$ cat config.mk
export PLATFORM = sky130hd
export DESIGN_NAME = spi_slave_ctrl_flat
export DESIGN_NICKNAME = d
export VERILOG_FILES = /design/src/rtl/spi_ctrl_pkg.sv /design/src/rtl/spi_slave_ctrl_if.sv /design/src/rtl/spi_tx_shifter.sv /design/src/rtl/spi_slave_ctrl.sv /design/src/flat_wrapper.sv
export SDC_FILE = /design/constraint.sdc
export NUM_CORES = 1
export LEC_CHECK = 0
export BUFFER_PORTS_ARGS = -buffer_cell sky130_fd_sc_hd__buf_2
export CORE_MARGIN = 5
export CORE_UTILIZATION = 45
export CTS_CLUSTER_SIZE = 8
export DETAILED_ROUTE_END_ITERATION = 7
export GPL_TIMING_DRIVEN = 0
export HOLD_SLACK_MARGIN = 0.12
export SYNTH_ARGS = -nofsm -noshare
export SYNTH_HDL_FRONTEND = slang
export SYNTH_SLANG_ARGS = --single-unit
$ cat constraint.sdc
create_clock -name clk -period 1.8 [get_ports clk]
set_input_delay 0.54 -clock clk [delete_from_list [all_inputs] [get_ports clk]]
set_output_delay 0.54 -clock clk [all_outputs]
set_load 0.02 [all_outputs]
$ cat src/rtl/spi_ctrl_pkg.sv
// Shared definitions for the SPI slave front-end.
//   - FSM state codes (kept as plain localparam constants so they stay
//     compatible with older code that compares state against literals)
//   - Command codes carried in rx_data[9:8]
//   - Default frame, data and timeout sizes
package spi_ctrl_pkg;

  localparam int FRAME_W_DEF    = 10;
  localparam int DATA_W_DEF     = 8;
  localparam int TX_TIMEOUT_DEF = 16;

  localparam logic [2:0] IDLE      = 3'd0;
  localparam logic [2:0] CHK_CMD   = 3'd1;
  localparam logic [2:0] WRITE     = 3'd2;
  localparam logic [2:0] READ_ADD  = 3'd3;
  localparam logic [2:0] READ_DATA = 3'd4;

  localparam logic [1:0] CMD_WR_ADDR = 2'b00;
  localparam logic [1:0] CMD_WR_DATA = 2'b01;
  localparam logic [1:0] CMD_RD_ADDR = 2'b10;
  localparam logic [1:0] CMD_RD_DATA = 2'b11;

endpackage

$ cat src/rtl/spi_slave_ctrl_if.sv
// Bundle of the SPI pins and the memory-side handshake.
//   ss_n, mosi      : SPI master -> slave
//   miso            : slave -> SPI master
//   rx_data/rx_valid: slave -> memory (din / rx_valid)
//   tx_data/tx_valid: memory -> slave (dout / tx_valid)
// Modports: slave (the controller), master (pins + memory model driving it).
interface spi_slave_ctrl_if
  import spi_ctrl_pkg::*;
#(
  parameter int FRAME_W = FRAME_W_DEF,
  parameter int DATA_W  = DATA_W_DEF
);
  logic               ss_n;
  logic               mosi;
  logic               miso;
  logic [FRAME_W-1:0] rx_data;
  logic               rx_valid;
  logic [DATA_W-1:0]  tx_data;
  logic               tx_valid;

  modport slave (
    input  ss_n, mosi, tx_data, tx_valid,
    output miso, rx_data, rx_valid
  );

  modport master (
    output ss_n, mosi, tx_data, tx_valid,
    input  miso, rx_data, rx_valid
  );
endinterface

$ cat src/rtl/spi_tx_shifter.sv
// MSB-first serialiser for read data returned on miso.
// Ports:
//   clk, rst_n : clock, synchronous active-low reset
//   clr        : drop any pending/in-progress transfer (slave deselected)
//   load       : capture din; its MSB appears on sout after this edge
//   din        : parallel data to send
//   sout       : serial output, 0 when idle
//   busy       : bits still being shifted out
//   done       : a full word has been sent since the last clear
module spi_tx_shifter
  import spi_ctrl_pkg::*;
#(
  parameter int DATA_W = DATA_W_DEF
) (
  input  logic              clk,
  input  logic              rst_n,
  input  logic              clr,
  input  logic              load,
  input  logic [DATA_W-1:0] din,
  output logic              sout,
  output logic              busy,
  output logic              done
);

  localparam int CW = $clog2(DATA_W);

  logic [DATA_W-1:0] sr;
  logic [CW-1:0]     cnt;

  always_ff @(posedge clk) begin
    if (!rst_n || clr) begin
      sr   <= '0;
      cnt  <= '0;
      sout <= 1'b0;
      busy <= 1'b0;
      done <= 1'b0;
    end else if (load) begin
      // MSB goes out immediately; cnt tracks the bits still to follow
      sout <= din[DATA_W-1];
      sr   <= {din[DATA_W-2:0], 1'b0};
      cnt  <= CW'(DATA_W - 1);
      busy <= 1'b1;
    end else if (busy) begin
      if (cnt != '0) begin
        sout <= sr[DATA_W-1];
        sr   <= {sr[DATA_W-2:0], 1'b0};
        cnt  <= cnt - 1'b1;
      end else begin
        sout <= 1'b0;
        busy <= 1'b0;
        done <= 1'b1;
      end
    end
  end

endmodule

$ cat src/rtl/spi_slave_ctrl.sv
// SPI slave front-end sequencing a 256x8 memory.
// Receives 10-bit frames (cmd in bits [9:8]) MSB-first on mosi, presents
// them on rx_data with a one-cycle rx_valid pulse, and for read-data frames
// serialises the memory's tx_data onto miso once tx_valid arrives.
// Ports:
//   clk   : clock, also SCK; everything samples on the rising edge
//   rst_n : synchronous active-low reset
//   bus   : spi_slave_ctrl_if.slave (ss_n, mosi, miso, rx_data, rx_valid,
//           tx_data, tx_valid)
// Build option: define SPI_TX_TIMEOUT_EN to bound the wait for tx_valid to
// TX_TIMEOUT cycles; without it the wait is unbounded and no counter exists.
module spi_slave_ctrl
  import spi_ctrl_pkg::*;
#(
  parameter int FRAME_W    = FRAME_W_DEF,
  parameter int DATA_W     = DATA_W_DEF
`ifdef SPI_TX_TIMEOUT_EN
  ,
  parameter int TX_TIMEOUT = TX_TIMEOUT_DEF
`endif
) (
  input logic            clk,
  input logic            rst_n,
  spi_slave_ctrl_if.slave bus
);

  localparam int CNT_W = $clog2(FRAME_W);

  logic [2:0]         state;
  logic [FRAME_W-2:0] shreg;        // bits taken so far, excluding the last
  logic [CNT_W-1:0]   bit_cnt;
  logic               frame_done;   // frame complete, ignore mosi until ss_n=1
  logic               rd_addr_done;
  logic [FRAME_W-1:0] rx_data_r;
  logic               rx_valid_r;

  logic tx_load, tx_busy, tx_done, tx_sout;
  logic wait_phase;
  logic timed_out;

  // Wait phase: read-data frame received, nothing loaded yet
  assign wait_phase = (state == READ_DATA) && frame_done &&
                      !tx_busy && !tx_done && !timed_out;
  assign tx_load    = wait_phase && bus.tx_valid && !bus.ss_n;

`ifdef SPI_TX_TIMEOUT_EN
  localparam int TO_W = $clog2(TX_TIMEOUT);

  logic [TO_W-1:0] to_cnt;
  logic            to_expire;

  assign to_expire = wait_phase && !bus.tx_valid && (to_cnt == TO_W'(TX_TIMEOUT - 1));

  always_ff @(posedge clk) begin
    if (!rst_n || bus.ss_n) begin
      to_cnt    <= '0;
      timed_out <= 1'b0;
    end else if (wait_phase && !bus.tx_valid) begin
      if (to_expire) timed_out <= 1'b1;
      else           to_cnt    <= to_cnt + 1'b1;
    end
  end
`else
  assign timed_out = 1'b0;
`endif

  always_ff @(posedge clk) begin
    if (!rst_n) begin
      state        <= IDLE;
      shreg        <= '0;
      bit_cnt      <= '0;
      frame_done   <= 1'b0;
      rd_addr_done <= 1'b0;
      rx_data_r    <= '0;
      rx_valid_r   <= 1'b0;
    end else if (bus.ss_n) begin
      // Deselect aborts the frame; rx_data and rd_addr_done are kept
      state      <= IDLE;
      bit_cnt    <= '0;
      frame_done <= 1'b0;
      rx_valid_r <= 1'b0;
    end else begin
      rx_valid_r <= 1'b0;
`ifdef SPI_TX_TIMEOUT_EN
      if (to_expire) rd_addr_done <= 1'b0;
`endif
      case (state)
        IDLE: state <= CHK_CMD;
        CHK_CMD: begin
          // bit 9 alone picks the branch; a read frame is an address
          // frame unless one has already been latched
          shreg   <= {{(FRAME_W-2){1'b0}}, bus.mosi};
          bit_cnt <= CNT_W'(1);
          if (!bus.mosi)         state <= WRITE;
          else if (rd_addr_done) state <= READ_DATA;
          else                   state <= READ_ADD;
        end
        WRITE, READ_ADD, READ_DATA: begin
          if (!frame_done) begin
            shreg   <= {shreg[FRAME_W-3:0], bus.mosi};
            bit_cnt <= bit_cnt + 1'b1;
            if (bit_cnt == CNT_W'(FRAME_W - 1)) begin
              rx_data_r  <= {shreg, bus.mosi};
              rx_valid_r <= 1'b1;
              frame_done <= 1'b1;
              if (state == READ_ADD)  rd_addr_done <= 1'b1;
              if (state == READ_DATA) rd_addr_done <= 1'b0;
            end
          end
        end
        default: state <= IDLE;
      endcase
    end
  end

  spi_tx_shifter #(.DATA_W(DATA_W)) u_tx (
    .clk   (clk),
    .rst_n (rst_n),
    .clr   (bus.ss_n),
    .load  (tx_load),
    .din   (bus.tx_data),
    .sout  (tx_sout),
    .busy  (tx_busy),
    .done  (tx_done)
  );

  assign bus.miso     = tx_sout;
  assign bus.rx_data  = rx_data_r;
  assign bus.rx_valid = rx_valid_r;

endmodule

$ cat src/flat_wrapper.sv
// flat-port wrapper written by rule: the top's interface ports become plain ports
module spi_slave_ctrl_flat import spi_ctrl_pkg::*;
#(
  parameter int FRAME_W    = FRAME_W_DEF,
  parameter int DATA_W     = DATA_W_DEF

)
  (clk, rst_n, bus_ss_n, bus_mosi, bus_tx_data, bus_tx_valid, bus_miso, bus_rx_data, bus_rx_valid);
  spi_slave_ctrl_if #(.FRAME_W(FRAME_W), .DATA_W(DATA_W)) bus_i ();
  input logic clk;
  input logic rst_n;
  input wire logic [$bits(bus_i.ss_n)-1:0] bus_ss_n;
  input wire logic [$bits(bus_i.mosi)-1:0] bus_mosi;
  input wire logic [$bits(bus_i.tx_data)-1:0] bus_tx_data;
  input wire logic [$bits(bus_i.tx_valid)-1:0] bus_tx_valid;
  output wire logic [$bits(bus_i.miso)-1:0] bus_miso;
  output wire logic [$bits(bus_i.rx_data)-1:0] bus_rx_data;
  output wire logic [$bits(bus_i.rx_valid)-1:0] bus_rx_valid;
  assign bus_i.ss_n = bus_ss_n;
  assign bus_i.mosi = bus_mosi;
  assign bus_i.tx_data = bus_tx_data;
  assign bus_i.tx_valid = bus_tx_valid;
  assign bus_miso = bus_i.miso;
  assign bus_rx_data = bus_i.rx_data;
  assign bus_rx_valid = bus_i.rx_valid;
  spi_slave_ctrl #(.FRAME_W(FRAME_W), .DATA_W(DATA_W)) u_core (.clk(clk), .rst_n(rst_n), .bus(bus_i));
endmodule
Yosys cells after proc, flatten, opt, wreduce, memory -nomap -nowiden
Index checks and enable logic that the tools add are counted.
{"block": "word_totals", "out_inout_bits": 12, "register_bits": 42, "elab_cells": 74}
{"block": "op_classes", "mux": 23, "n_bitwise": 6, "n_reduce_logical": 25, "n_eq_ne": 6, "n_addsub": 2}
{"operator": "8-bit 2-to-1 mux", "count": 3}
{"operator": "9-bit case mux with 2 select lines", "count": 1}
{"operator": "3-bit 2-to-1 mux", "count": 5}
{"operator": "1-bit 2-to-1 mux", "count": 10}
{"operator": "9-bit 2-to-1 mux", "count": 1}
{"operator": "3-bit case mux with 3 select lines", "count": 1}
{"operator": "4-bit case mux with 2 select lines", "count": 1}
{"operator": "2-bit nonzero test", "count": 4}
{"operator": "3-bit by 2-bit == test with 1-bit output, second input constant", "count": 2}
{"operator": "1-bit inverter", "count": 6}
{"operator": "3-bit AND reduction", "count": 2}
{"operator": "1-bit logical AND", "count": 5}
{"operator": "5-bit AND reduction", "count": 1}
{"operator": "4-bit by 1-bit adder with 4-bit output, second input constant", "count": 1}
{"operator": "4-bit == test, second input constant", "count": 1}
{"operator": "1-bit logical NOT", "count": 4}
{"operator": "4-bit 2-to-1 mux", "count": 1}
{"operator": "2-bit AND reduction", "count": 2}
{"operator": "4-bit AND reduction", "count": 1}
{"operator": "4-bit OR reduction", "count": 1}
{"operator": "3-bit by 1-bit == test with 1-bit output, second input constant", "count": 1}
{"operator": "3-bit == test, second input constant", "count": 1}
{"operator": "3-bit logical NOT", "count": 1}
{"operator": "3-bit nonzero test", "count": 1}
{"operator": "other kinds (5)", "count": 5}

Longest topological paths before layout
Gate-level depths: netlist (run 1).
{"block": "depth", "depth_word": 8, "depth_mapped": 8, "depth_no_buf": 6}

Cells and area by module
From an unflattened synthesis (run 1), not the netlist that was laid out.
{"block": "hier_totals", "cells_unflattened": 210, "hier_area_um2": 1966.9}
{"mod": "spi_slave_ctrl", "instances": 1, "cells_each": 137, "seq_area_each_um2": 580.6, "area_per_inst_um2": 1321.3}
{"mod": "spi_tx_shifter", "instances": 1, "cells_each": 73, "seq_area_each_um2": 260.2, "area_per_inst_um2": 645.6}

Least setup slack after synthesis (run 1)
Ideal clock, no wire load.
{"block": "synth_path", "kind": "flip-flop to flip-flop", "start": "reg u_core.state[1]", "end": "reg u_core.shreg[1]", "t_arrival_ns": 1.467, "period_less_slack_ns": 1.554, "setup_time_ns": 0.087, "stages_incl_launch_ff": 7, "path_slack_ns": 0.246, "path_cell_list": "dfxtp_1 buf_4 nor3b_1 o31ai_2 buf_6 nand3_1 o31ai_1"}
{"block": "synth_between", "elab_chain_cells": 4, "word_cells_on_any_way": 9, "classes_between": "5 x eq/ne; 1 x mux; 3 x reduce/logical"}
{"element": "start, declared", "line": "spi_slave_ctrl.sv:29", "text": "logic [2:0] state;"}
{"element": "start signal, assigned", "line": "spi_slave_ctrl.sv:69", "text": "state <= IDLE;"}
{"element": "start signal, assigned", "line": "spi_slave_ctrl.sv:78", "text": "state <= IDLE;"}
{"element": "start signal, assigned", "line": "spi_slave_ctrl.sv:88", "text": "IDLE: state <= CHK_CMD;"}
{"element": "3-bit by 2-bit == test with 1-bit output or 3-bit == test (tied branches)", "line": "spi_slave_ctrl.sv:87", "text": "case (state)"}
{"element": "3-bit OR reduction", "line": "spi_slave_ctrl.sv:87"}
{"element": "2-bit inequality test (no source line) or 2-bit nonzero test (tied branches)"}
{"element": "3-bit AND reduction (no source line)"}
{"element": "end signal, assigned", "line": "spi_slave_ctrl.sv:92", "text": "shreg <= {{(FRAME_W-2){1'b0}}, bus.mosi};"}
{"element": "end signal, assigned", "line": "spi_slave_ctrl.sv:100", "text": "shreg <= {shreg[FRAME_W-3:0], bus.mosi};"}
{"element": "end, declared", "line": "spi_slave_ctrl.sv:30", "text": "logic [FRAME_W-2:0] shreg;"}
Several ways; a longest one is shown, not always the timed one.
A chain may end at the register's enable or synchronous reset.

Final worst setup path (run 1)
{"block": "layout_path", "start": "reg u_core.bit_cnt[0]", "end": "reg u_core.rx_data_r[7], in the netlist u_core.bus.rx_data[7]"}
{"block": "layout_between", "elab_chain_cells": 2}
{"element": "start, declared", "line": "spi_slave_ctrl.sv:31", "text": "logic [CNT_W-1:0] bit_cnt;"}
{"element": "start signal, assigned", "line": "spi_slave_ctrl.sv:101", "text": "bit_cnt <= bit_cnt + 1'b1;"}
{"element": "4-bit == test", "line": "spi_slave_ctrl.sv:102", "text": "if (bit_cnt == CNT_W'(FRAME_W - 1)) begin"}
{"element": "4-bit AND reduction (no source line)"}
{"element": "end signal, assigned", "line": "spi_slave_ctrl.sv:103", "text": "rx_data_r <= {shreg, bus.mosi};"}
{"element": "end, declared", "line": "spi_slave_ctrl.sv:34", "text": "logic [FRAME_W-1:0] rx_data_r;"}
Every way passes these cells.

==> reports/metrics.cfg, run 1 <==
[synthesis]
yosys.area_share.simple_pct=22.9
postSynthCellCount=221
synth_compound_area_share_pct=17.6
synth_ff_type=dfxtp_1
yosys_warnings=0
async_reset_ff_share_pct=0
synth-edff-count=0
synthDominantCellAreaShare_pct=44.0
syn-cell-area_um2=1910
synth_top_family_by_area=simple AND/OR/NAND/NOR gates
synth_top_area_cell=dfxtp_1
syn_avg_cell_area_um2=8.65
seq_area_frac_synth_pct=44.0
ys_types=43
ys_top_cells_by_count=dfxtp_1 (42), nand2_1 (29), nand3_1 (14), nor2_1 (14)
ys_seq_elements=42
syn-num-nets=238
synthTopCellsByArea=dfxtp_1 (44%), mux2i_1 (5.8%), nand2_1 (5.7%)
synth.most_common_cell=dfxtp_1
synth_mux_area_share_pct=5.76
synthAdderAreaFrac_pct=2.62
synthXorXnorAreaFrac_pct=0.917

[global_routing]
grt_use_met3_pct=5.87
first_global_vias=1483
use_met2_pct=24.8
grtUsageMet1_pct=20.1
antenna_found_initial=0
grt.busiest_layer=met2
grt_max_degree=14
grt-ovfl-total=0
grt_pass1_wl_um=6730
grt_use_total_pct=15.7

[critical_path]
cp_data_required_time_ns=1.99
r2r-end=u_core.bus.rx_data[7]$_SDFFE_PN0P_
rr_startpoint=u_core.bit_cnt[0]$_SDFFE_PP0N_
r2r_slack_ns=0.12
arrival_ns=1.87
critical_path_peak_fanout=10
cp-end-kind=flop
critPathKind=reg2reg
reg2reg_depth=5
cp-start-kind=flop

[cells_and_area]
drive_gt1_share_pct=20.9
syn2layout_area_growth_pct=18.1
antennaDiodeCount=0
nets=270
postLayoutCellArea_um2=2260

[cts]
cts_buffers=5
cts_sinks=42
cts_buffer_depth=2
clk_pin_slew_ns=0.08
ctsRootBufferMaster=clkbuf_8
cts_tree=built
cts_htree_levels=2
clock_latency_ns=0.30

[timing]
finalCriticalPeriod_ns=1.68
slew-limit-headroom_pct=55.9
tightestPinTransition_ns=0.660
fin_crit_sh_pct=93.3
drv_slew=0
finalSetupViolations=0
worst_clock_skew_ns=0.00639
finalHoldViolCount=0
clock.fmax_mhz=595
postLayoutSetupSlackWorst_ns=0.121
rsz0062_at_grt=no

[worst_hold_path]
holdCritPathClass=reg2reg
holdCritStartpoint=u_core.bus.rx_data[9]$_SDFFE_PN0P_
min_to=u_core.bus.rx_data[9]$_SDFFE_PN0P_
hold_depth=2

[floorplanning]
dieArea_um2=5650
placeableCoreArea_um2=4060
core.rowCount=23
ios=25
die_h_um=75.2
initial_core_util_pct=47.1
die_x_um=75.2

[job]
drv_cap=0

[drt]
ant_nets=0
via_per_inst=5.27
drcViolationCount=0
wl_per_cell_um=13.1
routed_wl_um=3990
first_pass_iters=4
drtIter0Drc=89
num_vias=1603

[placed_design]
placed_area_um2=2090
place_ws_ns=-0.0428
io_buffers=24
place_congestion=0.764
dpl.hpwl_um=2800

[pwr]
vdd_drop_max_mv=0.561
p_leak_nw=0.925
power_density_nw_per_um2=789

[status]
status=completed

-- repair_timing --
item,in CTS,in global routing
hold buffers,0,0
pin swaps,0,1
resized for setup,1,10
setup endpoints to repair,12,19
setup buffers,0,2
-- worst max-delay path by stage --
stage	cells past startpoint	slack [ns]	end	from
after CTS	5	0.04	u_core.bit_cnt[3]$_SDFFE_PP0N_	u_core.state[1]$_SDFFE_PP0P_
after floorplan	6	0.25	u_core.shreg[1]$_SDFFE_PN0P_	u_core.state[1]$_SDFFE_PP0P_
after global placement	6	-0.06	u_core.shreg[4]$_SDFFE_PN0P_	u_core.state[1]$_SDFFE_PP0P_
final	5	0.12	u_core.bus.rx_data[7]$_SDFFE_PN0P_	u_core.bit_cnt[0]$_SDFFE_PP0N_
after global routing	5	0.002	u_core.bus.rx_data[2]$_SDFFE_PN0P_	u_core.bit_cnt[0]$_SDFFE_PP0N_
after detailed placement	6	-0.04	u_core.shreg[2]$_SDFFE_PN0P_	u_core.frame_done$_SDFFE_PP0N_
-- critical path, cell delays in order, from the launching register on --
cell and delay, ns:
dfxtp_1 0.48, ha_1 0.20, nand3b_1 0.14, or4_4 0.46
buf_6 0.17, mux2i_1 0.12
-- per-stage QoR --
step                TNS, ns  power [mW]  cells  hold WS [ns]  util (%)
floorplan                 0        1.02    221         0.435         -
CTS                       0        1.80    302         0.463      54.4
finish                    0        1.78    304         0.457      55.6
detailed placement   -0.276        1.05    295         0.448      51.6
global placement     -0.411        1.05    295         0.441      51.6
global route              0        1.86    304         0.484      55.6
-- area by class of cell --
class | count | area, um2
fillers | 367 | 1800
multi-input cells | 154 | 990
flip-flops and latches | 42 | 841
repair buffers | 26 | 135
plain buffers | 15 | 83.8
clock buffers | 6 | 72.6
well taps | 50 | 62.6
clock inverters | 2 | 37.5
inverters | 9 | 33.8
-- cell usage in the layout, fill, tap and decap left out, types with 3 or more instances in the layout --
cell,instances
dfxtp_1,42
buf_2,29
nor3_1,6
ha_1,4
clkbuf_1,6
buf_4,3
mux2i_1,11
nor2_1,13
a21oi_1,12
inv_1,9
a211oi_1,5
o21ai_0,12
and3_1,5
clkbuf_8,5
o31ai_1,9
nand3_1,14
nand2_1,29
-- sequential cells by signal (all words and copies together) (netlist names) --
name and flops:
u_core.bit_cnt 4, u_core.bus.rx_data 10, u_core.bus.rx_valid 1, u_core.frame_done 1, u_core.rd_addr_done 1, u_core.shreg 9
u_core.state 3, u_core.u_tx.busy 1, u_core.u_tx.cnt 3, u_core.u_tx.done 1, u_core.u_tx.sout 1, u_core.u_tx.sr 7
-- cell families (layout without fill, tap and decap cells) --
logic type,after synthesis,count (layout)
AOI/OAI and AO/OA,50,50
xor gates and xnor gates,2,2
adders and majority gates,4,4
buffers and inverters,25,58
DFF,42,42
muxes,11,11
and+or+nand+nor,87,87
-- metal layers --
| metal | vias to the layer above | share of wire [%] |
|---|---|---|
| met5 | - | 0 |
| met3 | 5 | 4.8 |
| met4 | 0 | 1.3 |
| li1 | 844 | - |
| met1 | 726 | 48 |
| met2 | 28 | 46 |
-- power breakdown --
part           switching [mW]  leakage, nW  internal [mW]  total (mW)
clock                   0.331       0.0514          0.414       0.745
combinational          0.0602        0.535         0.0376      0.0977
sequential            0.00504        0.339          0.932       0.937
total                   0.396        0.925           1.38        1.78
No activity file was read; power rests on OpenSTA's default activity.
==> inputs of run 2 (changes only) <==
--- a/config.mk
+++ b/config.mk
@@ -8,10 +8,11 @@
 export BUFFER_PORTS_ARGS = -buffer_cell sky130_fd_sc_hd__buf_2
 export CORE_MARGIN = 5
 export CORE_UTILIZATION = 45
+export CTS_BUF_LIST = sky130_fd_sc_hd__clkbuf_8
 export CTS_CLUSTER_SIZE = 8
 export DETAILED_ROUTE_END_ITERATION = 7
 export GPL_TIMING_DRIVEN = 0
-export HOLD_SLACK_MARGIN = 0.12
+export HOLD_SLACK_MARGIN = 0.02
 export SYNTH_ARGS = -nofsm -noshare
 export SYNTH_HDL_FRONTEND = slang
 export SYNTH_SLANG_ARGS = --single-unit
==> run 2 against run 1 <==
  * Sequential power about the same
  * Flip-flop and latch count unchanged
  * Clock-buffer cell count down 1
  * Largest cell class unchanged
==> reports/metrics.cfg, run 2 (same netlist as run 1, synthesis figures left out) <==
[status]
status=completed

[cts]
cts_buffer_depth=2  ; unchanged
clk_pin_slew_ns=0.08  ; about the same
cts_sinks=42  ; unchanged
ctsRootBufferMaster=clkbuf_8
cts_buffers=5  ; unchanged
cts_hold_buf=0  ; unchanged
cts_tree=built
cts_htree_levels=2  ; unchanged
clock_latency_ns=0.30  ; about the same

[timing]
clock.fmax_mhz=595  ; about the same
worst_clock_skew_ns=0.00577  ; -0.000613 ns
fin_crit_sh_pct=93.3  ; about the same
slew-limit-headroom_pct=55.9  ; about the same
drv_slew=0  ; unchanged
tightestPinTransition_ns=0.660  ; -0.000257 ns
rsz0062_at_grt=no
finalHoldViolCount=0  ; unchanged
finalSetupViolations=0  ; unchanged
postLayoutSetupSlackWorst_ns=0.120  ; -0.000859 ns
finalCriticalPeriod_ns=1.68  ; +0.000859 ns

[drt]
routed_wl_um=3980  ; -0.18%
ant_nets=0  ; unchanged
wl_per_cell_um=13.1  ; -0.18%
first_pass_iters=4  ; unchanged
via_per_inst=5.29  ; +0.31%
drcViolationCount=0  ; unchanged
drtIter0Drc=90  ; +1.1%
num_vias=1608  ; +0.31%

[floorplanning]
core.rowCount=23  ; unchanged
placeableCoreArea_um2=4060  ; unchanged
ios=25  ; unchanged
die_x_um=75.2  ; unchanged
initial_core_util_pct=47.1  ; unchanged
die_h_um=75.2  ; unchanged
dieArea_um2=5650  ; unchanged

[pwr]
pwr-share-comb_pct=5.5  ; about the same
p_leak_nw=0.929  ; +0.45%
p_seq_share_pct=52.9  ; +0.2 points
power_density_nw_per_um2=786  ; -0.38%
clkPwrFrac_pct=41.6  ; -0.2 points
p_int_mw=1.38  ; -0.41%
vdd_drop_max_mv=0.561  ; about the same
power_switching_mw=0.395  ; -0.25%
p_sw_share_pct=22.3  ; +0.027 points

[global_routing]
grt_max_degree=14  ; unchanged
first_global_vias=1483  ; unchanged
grt-ovfl-total=0  ; unchanged
grt_pass1_wl_um=6730  ; unchanged
antenna_found_initial=0  ; unchanged
grt_use_total_pct=15.7  ; unchanged

[placed_design]
placed_area_um2=2090  ; unchanged
place_congestion=0.764  ; unchanged
dpl.hpwl_um=2800  ; unchanged
io_buffers=24  ; unchanged
place_ws_ns=-0.0428  ; unchanged

[job]
drv_cap=0  ; unchanged

[critical_path]
critPathKind=reg2reg
arrival_ns=1.87  ; about the same
cp_data_required_time_ns=1.99  ; about the same
critical_path_peak_fanout=10  ; unchanged
cp-start-kind=flop
cp-end-kind=flop

[cells_and_area]
antennaDiodeCount=0  ; unchanged
layout_common_cells=dfxtp_1 (42), nand2_1 (29), buf_2 (29)
postLayoutCellArea_um2=2260  ; unchanged
nets=270  ; unchanged
largest_reg_flops=10  ; unchanged
syn2layout_area_growth_pct=18.1  ; unchanged
final_common_cell=dfxtp_1
drive_gt1_share_pct=20.9  ; unchanged

[worst_hold_path]
holdCritPathClass=reg2reg

run 2: per-stage QoR:
stage          total power [mW]  hold slack (ns)  utilization, %  TNS (ns)  instances
2_1_floorplan              1.02            0.435               -         0        221
3_3_place_gp               1.05            0.441            51.6    -0.411        295
3_5_place_dp               1.05            0.448            51.6    -0.276        295
4_1_cts                    1.80            0.463            54.4         0        302
5_1_grt                    1.85            0.484            55.6         0        304
6_report                   1.77            0.457            55.6         0        304
run 2: per-layer routing:
layer  up-vias  wire [um]  GRT usage, %
met3         7        165          5.87
met1       728       1900          20.1
met4         0         73          4.66
met2        28       1840          24.8
li1        845          -             -
met5         -          0             0
run 2: power groups by stage:
stage | clock, mW | combinational (mW) | sequential (mW)
CTS | 0.767 | 0.0922 | 0.937
detailed placement | 0 | 0.0894 | 0.959
floorplan | 0 | 0.0587 | 0.958
finish | 0.738 | 0.0978 | 0.937
global route | 0.803 | 0.109 | 0.939
global placement | 0 | 0.0906 | 0.959
run 2: path summary, 6_finish.rpt:
path,start,to,slack (ns),depth (start not counted)
min,u_core.bus.rx_data[9]$_SDFFE_PN0P_,u_core.bus.rx_data[9]$_SDFFE_PN0P_,0.46,2
max,u_core.bit_cnt[0]$_SDFFE_PP0N_,u_core.bus.rx_data[7]$_SDFFE_PN0P_,0.12,5
min reg2reg,u_core.bus.rx_data[9]$_SDFFE_PN0P_,u_core.bus.rx_data[9]$_SDFFE_PN0P_,0.46,2
max reg2reg,u_core.bit_cnt[0]$_SDFFE_PP0N_,u_core.bus.rx_data[7]$_SDFFE_PN0P_,0.12,5
run 2: area by class of cell:
cell class | count | area (um2)
Inverter | 9 | 33.8
Fill cell | 367 | 1800
Sequential cell | 42 | 841
Multi-Input combinational cell | 154 | 990
Timing Repair Buffer | 26 | 135
Clock buffer | 5 | 68.8
Clock inverter | 3 | 41.3
Buffer | 15 | 83.8
Tap cell | 50 | 62.6
run 2: timing repair:
item | in CTS | in global routing
setup buffers | 0 | 2
cloned | 0 | 0
resized for setup | 1 | 10
pin swaps | 0 | 1
endpoints found under the setup margin | 12 | 19
run 2: critical path: stages (launching register included):
cell,delay (ns)
dfxtp_1,0.48
ha_1,0.20
nand3b_1,0.14
or4_4,0.46
buf_6,0.17
mux2i_1,0.12
==> inputs of run 3 (changes only) <==
--- a/config.mk
+++ b/config.mk
@@ -5,7 +5,7 @@
 export SDC_FILE = /design/constraint.sdc
 export NUM_CORES = 1
 export LEC_CHECK = 0
-export BUFFER_PORTS_ARGS = -buffer_cell sky130_fd_sc_hd__buf_2
+export BUFFER_PORTS_ARGS = -buffer_cell sky130_fd_sc_hd__buf_4
 export CORE_MARGIN = 5
 export CORE_UTILIZATION = 45
 export CTS_BUF_LIST = sky130_fd_sc_hd__clkbuf_8
==> run 3 against run 2 <==
  * Clock-buffer cell count is the same
  * Register-to-register slack about the same
  * Via count up 1.3%
  * Largest cell class unchanged
==> reports/metrics.cfg, run 3 (same netlist as run 1, synthesis figures left out) <==
[status]
status=completed

[timing]
finalSetupViolations=0  ; unchanged
fin_worst_hold_slack_ns=0.460  ; +0.00337 ns
slew-limit-headroom_pct=55.9  ; +0.063 points
clock.fmax_mhz=591  ; -0.72%
worst_clock_skew_ns=0.00641  ; +0.000633 ns
tightestPinTransition_ns=0.659  ; -0.000938 ns
fin_crit_sh_pct=94.0  ; +0.67 points
fin_setup_tns_ns=0  ; unchanged
finalCriticalPeriod_ns=1.69  ; +0.0121 ns
drv_slew=0  ; unchanged
finalHoldViolCount=0  ; unchanged
rsz0062_at_grt=no

[cts]
cts_tree=built
cts_htree_levels=2  ; unchanged
clk_pin_slew_ns=0.08  ; about the same
cts_buffers=5  ; unchanged
cts_hold_buf=0  ; unchanged
cts_sinks=42  ; unchanged
clock_latency_ns=0.29  ; about the same
ctsRootBufferMaster=clkbuf_8
cts_buffer_depth=2  ; unchanged

[floorplanning]
placeableCoreArea_um2=4060  ; unchanged
ios=25  ; unchanged
dieArea_um2=5650  ; unchanged
initial_core_util_pct=47.1  ; unchanged
die_h_um=75.2  ; unchanged
core.rowCount=23  ; unchanged
die_x_um=75.2  ; unchanged

[placed_design]
dpl.hpwl_um=2870  ; +2.7%
place_congestion=0.770  ; +0.81%
io_buffers=24  ; unchanged
placed_area_um2=2150  ; +2.9%

[global_routing]
first_global_vias=1478  ; -0.34%
grt-ovfl-total=0  ; unchanged
grt_use_total_pct=15.8  ; +0.093 points
grt_pass1_wl_um=6980  ; +3.6%
grt_max_degree=13  ; -1
antenna_found_initial=0  ; unchanged

[critical_path]
cp_data_required_time_ns=1.97  ; -0.02 ns
arrival_ns=1.87  ; about the same
r2r_slack_ns=0.11  ; about the same
crit_start=u_core.state[1]$_SDFFE_PP0P_
cp-end-kind=flop
critical_path_peak_fanout=10  ; unchanged
crit_end=u_core.bus.rx_data[7]$_SDFFE_PN0P_
reg2reg_depth=5  ; unchanged
r2r-end=u_core.bus.rx_data[7]$_SDFFE_PN0P_
cp-start-kind=flop
rr_startpoint=u_core.state[1]$_SDFFE_PP0P_
critPathKind=reg2reg

[cells_and_area]
drive_gt1_share_pct=20.9  ; unchanged
antennaDiodeCount=0  ; unchanged
layout_common_cells=dfxtp_1 (41), nand2_1 (29), buf_4 (27)
largest_reg_flops=10  ; unchanged
postLayoutCellArea_um2=2320  ; +2.9%
final_common_cell=dfxtp_1
nets=270  ; unchanged
syn2layout_area_growth_pct=21.5

[drt]
num_vias=1629  ; +1.3%
routed_wl_um=4020  ; +1.0%
wl_per_cell_um=13.2  ; +1.0%
drcViolationCount=0  ; unchanged
drtIter0Drc=84  ; -6.7%
via_per_inst=5.36  ; +1.3%
first_pass_iters=4  ; unchanged
ant_nets=0  ; unchanged

[pwr]
clkPwrFrac_pct=40.6  ; -1.0 points
p_int_mw=1.38  ; +0.32%
pwr-share-comb_pct=6.1  ; +0.6 points
p_leak_nw=0.942  ; +1.4%
power_switching_mw=0.375  ; -5.2%
power_density_nw_per_um2=757  ; -3.7%
p_sw_share_pct=21.3  ; -0.96 points
p_seq_share_pct=53.4  ; +0.5 points
power_mw=1.76  ; -0.90%
vdd_drop_max_mv=0.415  ; -26%

[worst_hold_path]
holdCritPathClass=reg2reg

[job]
drv_cap=0  ; unchanged

run 3: worst min path at each step:
stage / start / end / cells after the start
2_1_floorplan: u_core.shreg[8]$_SDFFE_PN0P_ / u_core.bus.rx_data[9]$_SDFFE_PN0P_ / 2
3_3_place_gp: u_core.bus.rx_data[5]$_SDFFE_PN0P_ / u_core.bus.rx_data[5]$_SDFFE_PN0P_ / 2
3_5_place_dp: u_core.bus.rx_data[1]$_SDFFE_PN0P_ / u_core.bus.rx_data[1]$_SDFFE_PN0P_ / 2
4_1_cts: u_core.bus.rx_data[1]$_SDFFE_PN0P_ / u_core.bus.rx_data[1]$_SDFFE_PN0P_ / 2
5_1_grt: bus_tx_data[0] / u_core.u_tx.sr[1]$_SDFFE_PP0P_ / 3
6_report: u_core.bus.rx_data[3]$_SDFFE_PN0P_ / u_core.bus.rx_data[3]$_SDFFE_PN0P_ / 2
run 3: timing repair:
| action | in CTS | in global routing |
|---|---|---|
| buffers inserted | 0 | 2 |
| pin swaps | 0 | 1 |
| resized for setup | 1 | 11 |
| hold endpoints to repair | 0 | 0 |
| setup endpoints to repair | 12 | 22 |
run 3: stage by stage:
| stage | setup WS [ns] | utilization (%) | cells |
|---|---|---|---|
| global route | 0.00700 | 57.2 | 304 |
| finish | 0.108 | 57.2 | 304 |
| global placement | -0.0885 | 53.1 | 295 |
| detailed placement | -0.0642 | 53.1 | 295 |
| floorplan | 0.246 | - | 221 |
| CTS | 0.0157 | 55.8 | 302 |
run 3: critical path: stages, from the launching register on:
cell      delay, ns
dfxtp_1        0.47
nand2b_1       0.12
a21boi_4       0.19
or4_4          0.51
buf_6          0.17
mux2i_1        0.12
run 3: metal layers:
metal / up-vias / wire [um] / global-route usage [%] / share of wire [%]
met5: - / 0 / 0 / 0
met3: 2 / 219 / 4.67 / 5.4
li1: 848 / - / - / -
met4: 0 / 21 / 4.47 / 0.52
met1: 746 / 1970 / 21.0 / 49
met2: 33 / 1810 / 25.0 / 45
run 3: layout make-up:
cell class                 count  area [um2]
buffer                        15        85.1
clock buffer                   5        68.8
clock inverter                 3        37.5
timing repair buffer          26         195
fill                         403        1740
multi-input combinational    154         996
inverter                       9        33.8
tap                           50        62.6
sequential                    42         842
run 3: power by group through the flow:
stage / registers [mW] / logic [mW] / clock network (mW)
after global routing: 0.939 / 0.119 / 0.786
after global placement: 0.959 / 0.0989 / 0
after floorplan: 0.958 / 0.0587 / 0
after CTS: 0.937 / 0.101 / 0.742
after detailed placement: 0.959 / 0.0984 / 0
final: 0.938 / 0.107 / 0.713
